===== src/rtl/mem_except_if.sv =====
// EX->MEM stage bundle for mem_except.
// slave  : the mem_except stage (consumes EX/CP0/WB inputs, drives MEM outputs)
// master : the surrounding pipeline (drives EX/CP0/WB inputs, consumes MEM outputs)
interface mem_except_if;

  // Pipeline control
  logic        ex_stall_i;
  logic        mem_stall_i;

  // EX-stage result
  logic [4:0]  ex_wd_i;
  logic        ex_wreg_i;
  logic [31:0] ex_wdata_i;
  logic        ex_cp0_we_i;
  logic [4:0]  ex_cp0_waddr_i;
  logic [31:0] ex_cp0_wdata_i;
  logic [3:0]  ex_except_i;
  logic [31:0] ex_inst_addr_i;
  logic        ex_in_delayslot_i;

  // Current CP0 state
  logic [31:0] cp0_status_i;
  logic [31:0] cp0_cause_i;
  logic [31:0] cp0_epc_i;

  // WB-stage CP0 write, forwarded into exception resolution
  logic        wb_cp0_we_i;
  logic [4:0]  wb_cp0_waddr_i;
  logic [31:0] wb_cp0_wdata_i;

  // MEM-stage outputs
  logic [4:0]  mem_wd_o;
  logic        mem_wreg_o;
  logic [31:0] mem_wdata_o;
  logic        mem_cp0_we_o;
  logic [4:0]  mem_cp0_waddr_o;
  logic [31:0] mem_cp0_wdata_o;
  logic [31:0] excepttype_o;
  logic [31:0] current_inst_address_o;
  logic        is_in_delayslot_o;
  logic [31:0] cp0_epc_o;
  logic        flush_o;
  logic [31:0] new_pc_o;

  modport slave (
    input  ex_stall_i, mem_stall_i,
    input  ex_wd_i, ex_wreg_i, ex_wdata_i,
    input  ex_cp0_we_i, ex_cp0_waddr_i, ex_cp0_wdata_i,
    input  ex_except_i, ex_inst_addr_i, ex_in_delayslot_i,
    input  cp0_status_i, cp0_cause_i, cp0_epc_i,
    input  wb_cp0_we_i, wb_cp0_waddr_i, wb_cp0_wdata_i,
    output mem_wd_o, mem_wreg_o, mem_wdata_o,
    output mem_cp0_we_o, mem_cp0_waddr_o, mem_cp0_wdata_o,
    output excepttype_o, current_inst_address_o, is_in_delayslot_o,
    output cp0_epc_o, flush_o, new_pc_o
  );

  modport master (
    output ex_stall_i, mem_stall_i,
    output ex_wd_i, ex_wreg_i, ex_wdata_i,
    output ex_cp0_we_i, ex_cp0_waddr_i, ex_cp0_wdata_i,
    output ex_except_i, ex_inst_addr_i, ex_in_delayslot_i,
    output cp0_status_i, cp0_cause_i, cp0_epc_i,
    output wb_cp0_we_i, wb_cp0_waddr_i, wb_cp0_wdata_i,
    input  mem_wd_o, mem_wreg_o, mem_wdata_o,
    input  mem_cp0_we_o, mem_cp0_waddr_o, mem_cp0_wdata_o,
    input  excepttype_o, current_inst_address_o, is_in_delayslot_o,
    input  cp0_epc_o, flush_o, new_pc_o
  );

endinterface


===== src/rtl/mem_except.sv =====
// EX/MEM pipeline register plus MEM-stage exception resolver.
// Ports:
//   clk  - clock
//   rst  - synchronous active-high reset
//   bus  - mem_except_if.slave: EX result/flags, CP0 state, WB CP0 write in;
//          MEM GPR/CP0 write, exception code, faulting PC, flush and restart PC out.
// Exception outputs are combinational from the stage register and the
// forwarded CP0 state so cp0_reg can commit at the next edge.
module mem_except (
  input  logic         clk,
  input  logic         rst,
  mem_except_if.slave  bus
);

  localparam int unsigned REG_W  = 32;
  localparam int unsigned ADDR_W = 5;
  localparam int unsigned EXC_W  = 4;

  localparam logic [ADDR_W-1:0] CP0_STATUS = 5'd12;
  localparam logic [ADDR_W-1:0] CP0_CAUSE  = 5'd13;
  localparam logic [ADDR_W-1:0] CP0_EPC    = 5'd14;

  localparam logic [REG_W-1:0] EXC_NONE    = 32'h0000_0000;
  localparam logic [REG_W-1:0] EXC_INT     = 32'h0000_0001;
  localparam logic [REG_W-1:0] EXC_SYSCALL = 32'h0000_0008;
  localparam logic [REG_W-1:0] EXC_INVALID = 32'h0000_000a;
  localparam logic [REG_W-1:0] EXC_TRAP    = 32'h0000_000d;
  localparam logic [REG_W-1:0] EXC_ERET    = 32'h0000_000e;

  localparam logic [REG_W-1:0] EXC_VECTOR  = 32'h0000_0020;

  // Bit positions inside the {eret, trap, invalid, syscall} flag vector
  localparam int unsigned F_SYSCALL = 0;
  localparam int unsigned F_INVALID = 1;
  localparam int unsigned F_TRAP    = 2;
  localparam int unsigned F_ERET    = 3;

  typedef struct packed {
    logic [ADDR_W-1:0] wd;
    logic              wreg;
    logic [REG_W-1:0]  wdata;
    logic              cp0_we;
    logic [ADDR_W-1:0] cp0_waddr;
    logic [REG_W-1:0]  cp0_wdata;
    logic [EXC_W-1:0]  except_flags;
    logic [REG_W-1:0]  inst_addr;
    logic              in_delayslot;
  } stage_t;

  stage_t            r_stage;
  stage_t            w_ex;

  logic [REG_W-1:0]  w_status_fwd;
  logic [REG_W-1:0]  w_cause_fwd;
  logic [REG_W-1:0]  w_epc_fwd;
  logic              w_int_pending;
  logic              w_slot_valid;
  logic [REG_W-1:0]  w_excepttype;
  logic              w_flush;
  logic              w_unused_ok;

  // Pack the EX-stage inputs into one stage record
  always_comb begin
    w_ex              = '0;
    w_ex.wd           = bus.ex_wd_i;
    w_ex.wreg         = bus.ex_wreg_i;
    w_ex.wdata        = bus.ex_wdata_i;
    w_ex.cp0_we       = bus.ex_cp0_we_i;
    w_ex.cp0_waddr    = bus.ex_cp0_waddr_i;
    w_ex.cp0_wdata    = bus.ex_cp0_wdata_i;
    w_ex.except_flags = bus.ex_except_i;
    w_ex.inst_addr    = bus.ex_inst_addr_i;
    w_ex.in_delayslot = bus.ex_in_delayslot_i;
  end

  // Stage register: flush beats stall so a faulting instruction never lingers
  always_ff @(posedge clk) begin
    if (rst || w_flush) begin
      r_stage <= '0;
    end else if (bus.ex_stall_i && !bus.mem_stall_i) begin
      r_stage <= '0;
    end else if (!bus.mem_stall_i) begin
      r_stage <= w_ex;
    end
  end

  // WB->MEM CP0 forwarding; Cause only exposes the software-writable IP bits and IV/WP
  always_comb begin
    w_status_fwd = bus.cp0_status_i;
    w_cause_fwd  = bus.cp0_cause_i;
    w_epc_fwd    = bus.cp0_epc_i;
    if (bus.wb_cp0_we_i) begin
      if (bus.wb_cp0_waddr_i == CP0_STATUS) begin
        w_status_fwd = bus.wb_cp0_wdata_i;
      end
      if (bus.wb_cp0_waddr_i == CP0_CAUSE) begin
        w_cause_fwd[9:8] = bus.wb_cp0_wdata_i[9:8];
        w_cause_fwd[22]  = bus.wb_cp0_wdata_i[22];
        w_cause_fwd[23]  = bus.wb_cp0_wdata_i[23];
      end
      if (bus.wb_cp0_waddr_i == CP0_EPC) begin
        w_epc_fwd = bus.wb_cp0_wdata_i;
      end
    end
  end

  // Interrupt needs an unmasked pending line, IE set and EXL clear
  assign w_int_pending = ((w_cause_fwd[15:8] & w_status_fwd[15:8]) != 8'h00) &&
                         w_status_fwd[0] && !w_status_fwd[1];

  // A bubble carries address 0 and must never trap
  assign w_slot_valid = (r_stage.inst_addr != '0);

  // Prioritised exception code
  always_comb begin
    w_excepttype = EXC_NONE;
    if (w_slot_valid) begin
      if (w_int_pending) begin
        w_excepttype = EXC_INT;
      end else if (r_stage.except_flags[F_SYSCALL]) begin
        w_excepttype = EXC_SYSCALL;
      end else if (r_stage.except_flags[F_INVALID]) begin
        w_excepttype = EXC_INVALID;
      end else if (r_stage.except_flags[F_TRAP]) begin
        w_excepttype = EXC_TRAP;
      end else if (r_stage.except_flags[F_ERET]) begin
        w_excepttype = EXC_ERET;
      end
    end
  end

  assign w_flush = (w_excepttype != EXC_NONE);

  // Status/Cause bits that play no part in exception resolution
  assign w_unused_ok = &{1'b0, w_status_fwd[31:16], w_status_fwd[7:2],
                         w_cause_fwd[31:16], w_cause_fwd[7:0]};

  // GPR/CP0 writes of the faulting instruction are squashed; data stays visible
  assign bus.mem_wd_o        = r_stage.wd;
  assign bus.mem_wreg_o      = r_stage.wreg & ~w_flush;
  assign bus.mem_wdata_o     = r_stage.wdata;
  assign bus.mem_cp0_we_o    = r_stage.cp0_we & ~w_flush;
  assign bus.mem_cp0_waddr_o = r_stage.cp0_waddr;
  assign bus.mem_cp0_wdata_o = r_stage.cp0_wdata;

  assign bus.excepttype_o           = w_excepttype;
  assign bus.current_inst_address_o = r_stage.inst_addr;
  assign bus.is_in_delayslot_o      = r_stage.in_delayslot;
  assign bus.cp0_epc_o              = w_epc_fwd;
  assign bus.flush_o                = w_flush;

  // eret returns to EPC; every other exception enters the common vector
  assign bus.new_pc_o = (w_excepttype == EXC_ERET) ? w_epc_fwd : EXC_VECTOR;

endmodule


===== src/flat_wrapper.sv =====
// flat-port wrapper written by rule: the top's interface ports become plain ports
module mem_except_flat 
  (clk, rst, bus_ex_stall_i, bus_mem_stall_i, bus_ex_wd_i, bus_ex_wreg_i, bus_ex_wdata_i, bus_ex_cp0_we_i, bus_ex_cp0_waddr_i, bus_ex_cp0_wdata_i, bus_ex_except_i, bus_ex_inst_addr_i, bus_ex_in_delayslot_i, bus_cp0_status_i, bus_cp0_cause_i, bus_cp0_epc_i, bus_wb_cp0_we_i, bus_wb_cp0_waddr_i, bus_wb_cp0_wdata_i, bus_mem_wd_o, bus_mem_wreg_o, bus_mem_wdata_o, bus_mem_cp0_we_o, bus_mem_cp0_waddr_o, bus_mem_cp0_wdata_o, bus_excepttype_o, bus_current_inst_address_o, bus_is_in_delayslot_o, bus_cp0_epc_o, bus_flush_o, bus_new_pc_o);
  mem_except_if bus_i ();
  input  logic clk;
  input  logic rst;
  input wire logic [$bits(bus_i.ex_stall_i)-1:0] bus_ex_stall_i;
  input wire logic [$bits(bus_i.mem_stall_i)-1:0] bus_mem_stall_i;
  input wire logic [$bits(bus_i.ex_wd_i)-1:0] bus_ex_wd_i;
  input wire logic [$bits(bus_i.ex_wreg_i)-1:0] bus_ex_wreg_i;
  input wire logic [$bits(bus_i.ex_wdata_i)-1:0] bus_ex_wdata_i;
  input wire logic [$bits(bus_i.ex_cp0_we_i)-1:0] bus_ex_cp0_we_i;
  input wire logic [$bits(bus_i.ex_cp0_waddr_i)-1:0] bus_ex_cp0_waddr_i;
  input wire logic [$bits(bus_i.ex_cp0_wdata_i)-1:0] bus_ex_cp0_wdata_i;
  input wire logic [$bits(bus_i.ex_except_i)-1:0] bus_ex_except_i;
  input wire logic [$bits(bus_i.ex_inst_addr_i)-1:0] bus_ex_inst_addr_i;
  input wire logic [$bits(bus_i.ex_in_delayslot_i)-1:0] bus_ex_in_delayslot_i;
  input wire logic [$bits(bus_i.cp0_status_i)-1:0] bus_cp0_status_i;
  input wire logic [$bits(bus_i.cp0_cause_i)-1:0] bus_cp0_cause_i;
  input wire logic [$bits(bus_i.cp0_epc_i)-1:0] bus_cp0_epc_i;
  input wire logic [$bits(bus_i.wb_cp0_we_i)-1:0] bus_wb_cp0_we_i;
  input wire logic [$bits(bus_i.wb_cp0_waddr_i)-1:0] bus_wb_cp0_waddr_i;
  input wire logic [$bits(bus_i.wb_cp0_wdata_i)-1:0] bus_wb_cp0_wdata_i;
  output wire logic [$bits(bus_i.mem_wd_o)-1:0] bus_mem_wd_o;
  output wire logic [$bits(bus_i.mem_wreg_o)-1:0] bus_mem_wreg_o;
  output wire logic [$bits(bus_i.mem_wdata_o)-1:0] bus_mem_wdata_o;
  output wire logic [$bits(bus_i.mem_cp0_we_o)-1:0] bus_mem_cp0_we_o;
  output wire logic [$bits(bus_i.mem_cp0_waddr_o)-1:0] bus_mem_cp0_waddr_o;
  output wire logic [$bits(bus_i.mem_cp0_wdata_o)-1:0] bus_mem_cp0_wdata_o;
  output wire logic [$bits(bus_i.excepttype_o)-1:0] bus_excepttype_o;
  output wire logic [$bits(bus_i.current_inst_address_o)-1:0] bus_current_inst_address_o;
  output wire logic [$bits(bus_i.is_in_delayslot_o)-1:0] bus_is_in_delayslot_o;
  output wire logic [$bits(bus_i.cp0_epc_o)-1:0] bus_cp0_epc_o;
  output wire logic [$bits(bus_i.flush_o)-1:0] bus_flush_o;
  output wire logic [$bits(bus_i.new_pc_o)-1:0] bus_new_pc_o;
  assign bus_i.ex_stall_i = bus_ex_stall_i;
  assign bus_i.mem_stall_i = bus_mem_stall_i;
  assign bus_i.ex_wd_i = bus_ex_wd_i;
  assign bus_i.ex_wreg_i = bus_ex_wreg_i;
  assign bus_i.ex_wdata_i = bus_ex_wdata_i;
  assign bus_i.ex_cp0_we_i = bus_ex_cp0_we_i;
  assign bus_i.ex_cp0_waddr_i = bus_ex_cp0_waddr_i;
  assign bus_i.ex_cp0_wdata_i = bus_ex_cp0_wdata_i;
  assign bus_i.ex_except_i = bus_ex_except_i;
  assign bus_i.ex_inst_addr_i = bus_ex_inst_addr_i;
  assign bus_i.ex_in_delayslot_i = bus_ex_in_delayslot_i;
  assign bus_i.cp0_status_i = bus_cp0_status_i;
  assign bus_i.cp0_cause_i = bus_cp0_cause_i;
  assign bus_i.cp0_epc_i = bus_cp0_epc_i;
  assign bus_i.wb_cp0_we_i = bus_wb_cp0_we_i;
  assign bus_i.wb_cp0_waddr_i = bus_wb_cp0_waddr_i;
  assign bus_i.wb_cp0_wdata_i = bus_wb_cp0_wdata_i;
  assign bus_mem_wd_o = bus_i.mem_wd_o;
  assign bus_mem_wreg_o = bus_i.mem_wreg_o;
  assign bus_mem_wdata_o = bus_i.mem_wdata_o;
  assign bus_mem_cp0_we_o = bus_i.mem_cp0_we_o;
  assign bus_mem_cp0_waddr_o = bus_i.mem_cp0_waddr_o;
  assign bus_mem_cp0_wdata_o = bus_i.mem_cp0_wdata_o;
  assign bus_excepttype_o = bus_i.excepttype_o;
  assign bus_current_inst_address_o = bus_i.current_inst_address_o;
  assign bus_is_in_delayslot_o = bus_i.is_in_delayslot_o;
  assign bus_cp0_epc_o = bus_i.cp0_epc_o;
  assign bus_flush_o = bus_i.flush_o;
  assign bus_new_pc_o = bus_i.new_pc_o;
  mem_except u_core (.clk(clk), .rst(rst), .bus(bus_i));
endmodule

===== config.mk =====
export PLATFORM = sky130hd
export DESIGN_NAME = mem_except_flat
export DESIGN_NICKNAME = d
export VERILOG_FILES = /design/src/rtl/mem_except_if.sv /design/src/rtl/mem_except.sv /design/src/flat_wrapper.sv
export SDC_FILE = /design/constraint.sdc
export NUM_CORES = 1
export LEC_CHECK = 0
export ABC_AREA = 1
export ABC_CLOCK_PERIOD_IN_PS = 3400
export CAP_MARGIN = 0
export CORE_AREA = 2 2 180 182
export CTS_CLUSTER_DIAMETER = 40
export DETAILED_ROUTE_END_ITERATION = 7
export DIE_AREA = 0 0 182 184
export GPL_ROUTABILITY_DRIVEN = 0
export SYNTH_ARGS = -nofsm -noshare
export SYNTH_HDL_FRONTEND = slang
export SYNTH_SLANG_ARGS = --single-unit

===== constraint.sdc =====
create_clock -name clk -period 3.4 [get_ports clk]
set_input_delay 0.34 -clock clk [delete_from_list [all_inputs] [get_ports clk]]
set_output_delay 0.34 -clock clk [all_outputs]
set_load 0.1 [all_outputs]

==> metrics, run 1 <==
Max Cap Viol 0; 1st-pass router iterations 4; first-pass GRT wire length 34.2 mm; htree depth 4; maximum vdd drop 0.379 mV; Routed WL per cell roughly 16 µm; latest clock arrival within the worst-skew pair ~0.43 ns; Die Ht 184 µm; Distinct cells, synth 24; placed cell count between 1000 and 1500; Max Slew Vio Count 0; initial core utilization 0.214; DR vias between 5000 and 6000; # setup viols final 0; Min Clock Period, post-route slightly above 3 ns; vias per cell approximately 3.9; Post-CTS Setup Bufs 0; clk sink count around 110; dpl hpwl 18.9 mm; Finished Layout Cells ~1500; pin count of the biggest net entering global routing 64; actual slew at the worst max-slew pin ~1.1 ns; clock tree buffer depth 2; unrepaired setup endpoints after global routing no; Pwr per Cell Area around 470 mW/mm²; total global routing overflow 0; Cell Area, Synth between 0.006 and 0.007 mm²; root buf cell clkbuf_16; fin crit share 0.911; CTS resizes 0; Arr. time, crit path about 2.8 ns; crit start category primary input; cells after synthesis between 700 and 800; post-detailed-routing wire length roughly 23 mm; # hold bufs at CTS 0; IO Pins about 460; sequential element share of the synthesized area 0.336; TritonCTS Buffers 17; Setup CP Type primary input to primary output; initial antenna violation count 2; Die Width 182 µm; DRT iter0 DRCs 97; most frequent cells in the layout clkdlybuf4s50_1 (310), dfxtp_1 (113), mux2i_1 (109), inv_1 (94), buf_12 (78); share of layout cells above drive strength 1 0.205; Final nets 1300; syn avg cell area approximately 8.6 µm²; static leakage between 4 and 5 nW; vias in the first global route 5703; total die area 0.0335 mm²; fmax around 320 MHz; CP Capture Type primary output; Port Buffers 382; Clock Skew ~0.0080 ns; post-layout util 0.365; Synthesis Warnings 0; core area about 0.031 mm²; status finished clean; Final Hold Vio Count 0; total global-route track usage 0.137; Worst Path Max Fanout 10; Hold WC Path Type primary input to flip-flop; Worst EP required 3.06 ns; Area Growth Syn to Fin 70.0%; antenna-violating nets left 0; FF+latch count, synth between 100 and 150; commonest non-fill, non-tap cell in the layout clkdlybuf4s50_1; CTS clock-pin slew for the worst setup and hold paths approximately 0.060 ns; Slew HR 0.291; DRC Markers 0; row count 65; CTS tree done
final timing paths:
path | start | endpoint | slack, ns | cells past startpoint
max | bus_wb_cp0_waddr_i[4] | bus_mem_cp0_we_o | 0.30 | 9
min | bus_mem_stall_i | u_core.bus.current_inst_address_o[19] | 0.33 | 3
max reg2reg | u_core.bus.current_inst_address_o[1] | u_core.bus.mem_cp0_waddr_o[2] | 1.07 | 9
min reg2reg | u_core.bus.mem_wd_o[4] | u_core.bus.mem_wd_o[4] | 0.51 | 2
critical path, cell delays in order:
cell and delay [ns]:
clkdlybuf4s50_1 0.46, nor2_4 0.29, nand3_4 0.18, o31ai_1 0.37, nand2_2 0.16, nand2_1 0.23
nand2_1 0.18, nor2_1 0.32, buf_12 0.22
cells in the mapped netlist:
cell	number	area, µm²
inv_1	94	353
dfxtp_1	113	2260
clkbuf_1	17	63.8
buf_6	1	11.3
nor2_1	84	315
nor2_4	72	811
nor2_2	2	12.5
nand2_1	62	233
nand3_1	14	70.1
buf_8	7	105
mux2i_1	109	1090
nand2_2	2	12.5
o31ai_1	1	7.51
nand3_4	1	17.5
a21oi_1	2	10.0
nand4_1	4	25.0
o21ai_0	36	180
nand3_2	1	10.0
buf_2	9	45.0
buf_4	134	1010
conb_1	1	3.75
nor3_1	1	5.00
nand3b_1	4	30.0
nor4_1	8	50.1
through the flow:
step                      setup WS, ns  total power [mW]  cell area (µm²)  setup TNS (ns)  hold WS (ns)
after floorplan                 -0.224              3.18             6910           -6.15         0.480
after global placement           0.294              3.74            10900               0         0.491
after detailed placement         0.247              3.75            10900               0         0.503
after CTS                        0.218              5.49            11400               0         0.305
after global routing             0.100              5.63            11400               0         0.329
final                            0.301              5.41            11400               0         0.327
kinds of logic after synthesis:
family	after synthesis	synth area share
buffers and inverters	262	0.235
AND/OR/NAND/NOR	255	0.236
flip-flops	113	0.336
multiplexers	109	0.162
AO/OA/AOI/OAI	39	0.0294
other	1	0.000557
cell type report:
type | count | area [µm²]
antenna | 1 | 2.50
clock buffer | 26 | 499
clock inverter | 5 | 52.6
fill | 3166 | 19900
inverter | 94 | 353
multi-input combinational | 431 | 3070
sequential | 113 | 2260
tap | 402 | 503
timing repair buffer | 392 | 4700
flip-flops by register name, indices dropped and copies added, names as in the netlist:
name                               cells
u_core.bus.current_inst_address_o     32
u_core.bus.mem_cp0_wdata_o            32
u_core.bus.mem_wdata_o                32
u_core.r_stage                         6
u_core.bus.mem_cp0_waddr_o             5
u_core.bus.mem_wd_o                    5
u_core.bus.is_in_delayslot_o           1
where the power goes:
part | leakage (nW) | internal, mW | switching, mW
sequential | 0.920 | 1.42 | 0.0570
clock | 0.270 | 1.07 | 0.624
combinational | 3.68 | 0.686 | 1.55
total | 4.87 | 3.18 | 2.23
metal layers:
metal  global-route usage  wire length [µm]  vias to the layer above
li1                     -                 -                     2810
met3               0.0600              2230                       28
met2                0.250             11800                      273
met1                0.142              8730                     2553
met4               0.0413               440                        2
met5                    0                13                        -
No activity file was read; power rests on OpenSTA's default activity.
==> run 2, diff against run 1 <==
--- a/config.mk
+++ b/config.mk
@@ -5,14 +5,16 @@
 export SDC_FILE = /design/constraint.sdc
 export NUM_CORES = 1
 export LEC_CHECK = 0
-export ABC_AREA = 1
 export ABC_CLOCK_PERIOD_IN_PS = 3400
-export CAP_MARGIN = 0
-export CORE_AREA = 2 2 180 182
+export CAP_MARGIN = 10
+export CELL_PAD_IN_SITES_DETAIL_PLACEMENT = 1
+export CELL_PAD_IN_SITES_GLOBAL_PLACEMENT = 1
+export CORE_AREA = 2 2 179 181
 export CTS_CLUSTER_DIAMETER = 40
 export DETAILED_ROUTE_END_ITERATION = 7
-export DIE_AREA = 0 0 182 184
+export DIE_AREA = 0 0 181 183
 export GPL_ROUTABILITY_DRIVEN = 0
+export PLACE_DENSITY_LB_ADDON = 0.1
 export SYNTH_ARGS = -nofsm -noshare
 export SYNTH_HDL_FRONTEND = slang
 export SYNTH_SLANG_ARGS = --single-unit
==> metrics, run 2 <==
Pwr per Cell Area ~540 mW/mm²; CP cell instances clkdlybuf4s50_1, nand3_2, nor4_4, buf_12, mux2_2, a221oi_4, a31o_2, buf_12, and3_1, buf_12; Slew HR 0.292; FF+latch count, synth between 100 and 150; 1st-pass router iterations 4; Setup crit end bus_new_pc_o[21]; Port Buffers roughly 380; Final Hold Vio Count 0; Fillers approximately 3500; crit path launch bus_wb_cp0_we_i; row count between 60 and 70; PnR worst setup slack around 0.17 ns; Setup CP Type primary input to primary output; Distinct cells, synth 36; fmax 309 MHz; first-pass GRT wire length about 37 mm; latest clock arrival within the worst-skew pair around 0.42 ns; Yosys top cell area share 0.357; antenna-violating nets left 0; Cell Area, Synth between 0.006 and 0.007 mm²; pin count of the biggest net entering global routing 114; Arr. time, crit path around 2.9 ns; Worst Path Max Fanout 17; Die Ht around 180 µm; ys async rst share 0; commonest non-fill, non-tap cell in the layout clkdlybuf4s50_1; Synthesis Warnings 0; Worst EP required between 3 and 4 ns; Clock Skew ~0.013 ns; static leakage around 4.5 nW; Worst Reg-to-Reg Cells 7; Min Clock Period, post-route around 3.2 ns; sequential element share of the synthesized area 0.357; Synth top cells by count buf_4 (135), mux2i_1 (115), dfxtp_1 (113); Tot Pwr 5.98 mW; Post-synth EDFFs 0; core area 0.0312 mm²; Sum Neg Setup Slack 0 ns; Placed Area approximately 0.010 mm²; CP Capture Type primary output; cells after synthesis about 650; initial core utilization 0.203; slowest cell delay on critical path around 0.51 ns; Max Slew Vio Count 0; clk sink count 113; Max Cap Viol 0; actual slew at the worst max-slew pin 1.06 ns; dpl hpwl between 15 and 20 mm; htree depth 4; Crit-path slowest cell clkdlybuf4s50_1; CTS tree done; Die Width 181 µm; post-detailed-routing wire length around 25 mm; DRC Markers 0; post-layout util 0.356; Synth Flop Type dfxtp_1; maximum vdd drop approximately 0.29 mV; Design Area, Final about 0.011 mm²; pre-CTS setup slack ~0.021 ns; root buf cell clkbuf_16; total global-route track usage 0.148; fin crit share 0.951; r2r endpoint u_core.bus.mem_wdata_o[9]; Area contributors post-synth dfxtp_1 (36%), mux2i_1 (18%), buf_4 (16%), a21oi_1 (7.2%), mux2_2 (6.6%); crit-path most repeated cell buf_12; TritonCTS Buffers 17; # hold bufs at CTS 0; total global routing overflow 0; initial antenna violation count 2; status finished clean; # setup viols final 0; Worst R2R Start u_core.bus.current_inst_address_o[8]; vias per cell approximately 4; DRT iter0 DRCs 116; DR vias ~5500; Synth area leader dfxtp_1; total die area 0.0331 mm²; IO Pins around 460; most numerous cell in the Yosys netlist buf_4; vias in the first global route ~5700; most frequent cells in the layout clkdlybuf4s50_1 (310), mux2i_1 (115), dfxtp_1 (113), a21oi_1 (89), buf_12 (80); crit start category primary input; syn avg cell area a little under 10 µm²; CTS clock-pin slew for the worst setup and hold paths approximately 0.050 ns; Area Growth Syn to Fin 75.4%; clock tree buffer depth 2; Hold WC Path Type flip-flop to flip-flop; R2R setup slack 1.20 ns; Final nets ~1200; share of layout cells above drive strength 1 0.216; unrepaired setup endpoints after global routing no; Routed WL per cell around 19 µm
[run 2: where the power goes]
group	switching (mW)	internal, mW	total (mW)
registers	0.0745	1.45	1.53
logic	1.88	0.828	2.71
clock network	0.656	1.09	1.74
total	2.62	3.37	5.98
[run 2: through the flow]
stage / hold slack [ns] / cells
6_report: 0.522 / 1332
5_1_grt: 0.533 / 1331
4_1_cts: 0.511 / 1328
3_5_place_dp: 0.516 / 1297
3_3_place_gp: 0.505 / 1297
2_1_floorplan: 0.484 / 676
[run 2: kinds of logic after synthesis]
| family | share of synthesized area |
|---|---|
| DFF | 0.357 |
| buffers and inverters | 0.200 |
| muxes | 0.247 |
| other | 0.000592 |
| and+or+nand+nor | 0.0685 |
| AOI/OAI and AO/OA | 0.127 |
[run 2: worst max-delay path: cells and delay by family]
kind,cells,cell delay [ns]
buffers and inverters,4,1.02
AO/OA/AOI/OAI,2,0.63
AND/OR/NAND/NOR,3,0.54
multiplexers,1,0.35
[run 2: repair_timing]
item                       CTS  global route
gates resized for setup      0             5
setup buffers                0             2
setup endpoints to repair    0            34
[run 2: layout make-up]
| type | count | area [µm²] | share of cell area |
|---|---|---|---|
| well taps | 402 | 503 | 0.0453 |
| diodes | 1 | 2.50 | 0.000225 |
| repair buffers | 401 | 4790 | 0.431 |
| clock buffers | 20 | 447 | 0.0402 |
| flip-flops and latches | 113 | 2260 | 0.204 |
| inverters | 3 | 15.0 | 0.00135 |
| clock inverters | 11 | 114 | 0.0102 |
| repair inverters | 1 | 7.51 | 0.000675 |
| multi-input cells | 380 | 2970 | 0.267 |
[run 2: how the worst min path moves through the flow]
stage,start,cells past startpoint,endpoint
floorplan,u_core.r_stage[107],2,u_core.r_stage[107]
global placement,u_core.r_stage[74],2,u_core.r_stage[74]
detailed placement,u_core.bus.mem_wdata_o[14],2,u_core.bus.mem_wdata_o[14]
CTS,bus_ex_cp0_wdata_i[31],3,u_core.bus.mem_cp0_wdata_o[31]
global route,bus_ex_cp0_wdata_i[31],3,u_core.bus.mem_cp0_wdata_o[31]
finish,u_core.bus.mem_wdata_o[15],2,u_core.bus.mem_wdata_o[15]
[run 2: metal layers]
| layer | part of all wire | vias to the layer above | GRT usage |
|---|---|---|---|
| li1 | - | 2663 | - |
| met1 | 0.43 | 2606 | 0.185 |
| met2 | 0.48 | 202 | 0.244 |
| met3 | 0.077 | 16 | 0.0568 |
| met4 | 0.0070 | 2 | 0.0312 |
| met5 | 0.00051 | - | 0 |
==> run 3, diff against run 2 <==
--- a/config.mk
+++ b/config.mk
@@ -14,6 +14,7 @@
 export DETAILED_ROUTE_END_ITERATION = 7
 export DIE_AREA = 0 0 181 183
 export GPL_ROUTABILITY_DRIVEN = 0
+export HOLD_SLACK_MARGIN = 0.08
 export PLACE_DENSITY_LB_ADDON = 0.1
 export SYNTH_ARGS = -nofsm -noshare
 export SYNTH_HDL_FRONTEND = slang
==> results of run 3 <==
No change in the layout: final DEF, timing and power equal those of run 2.
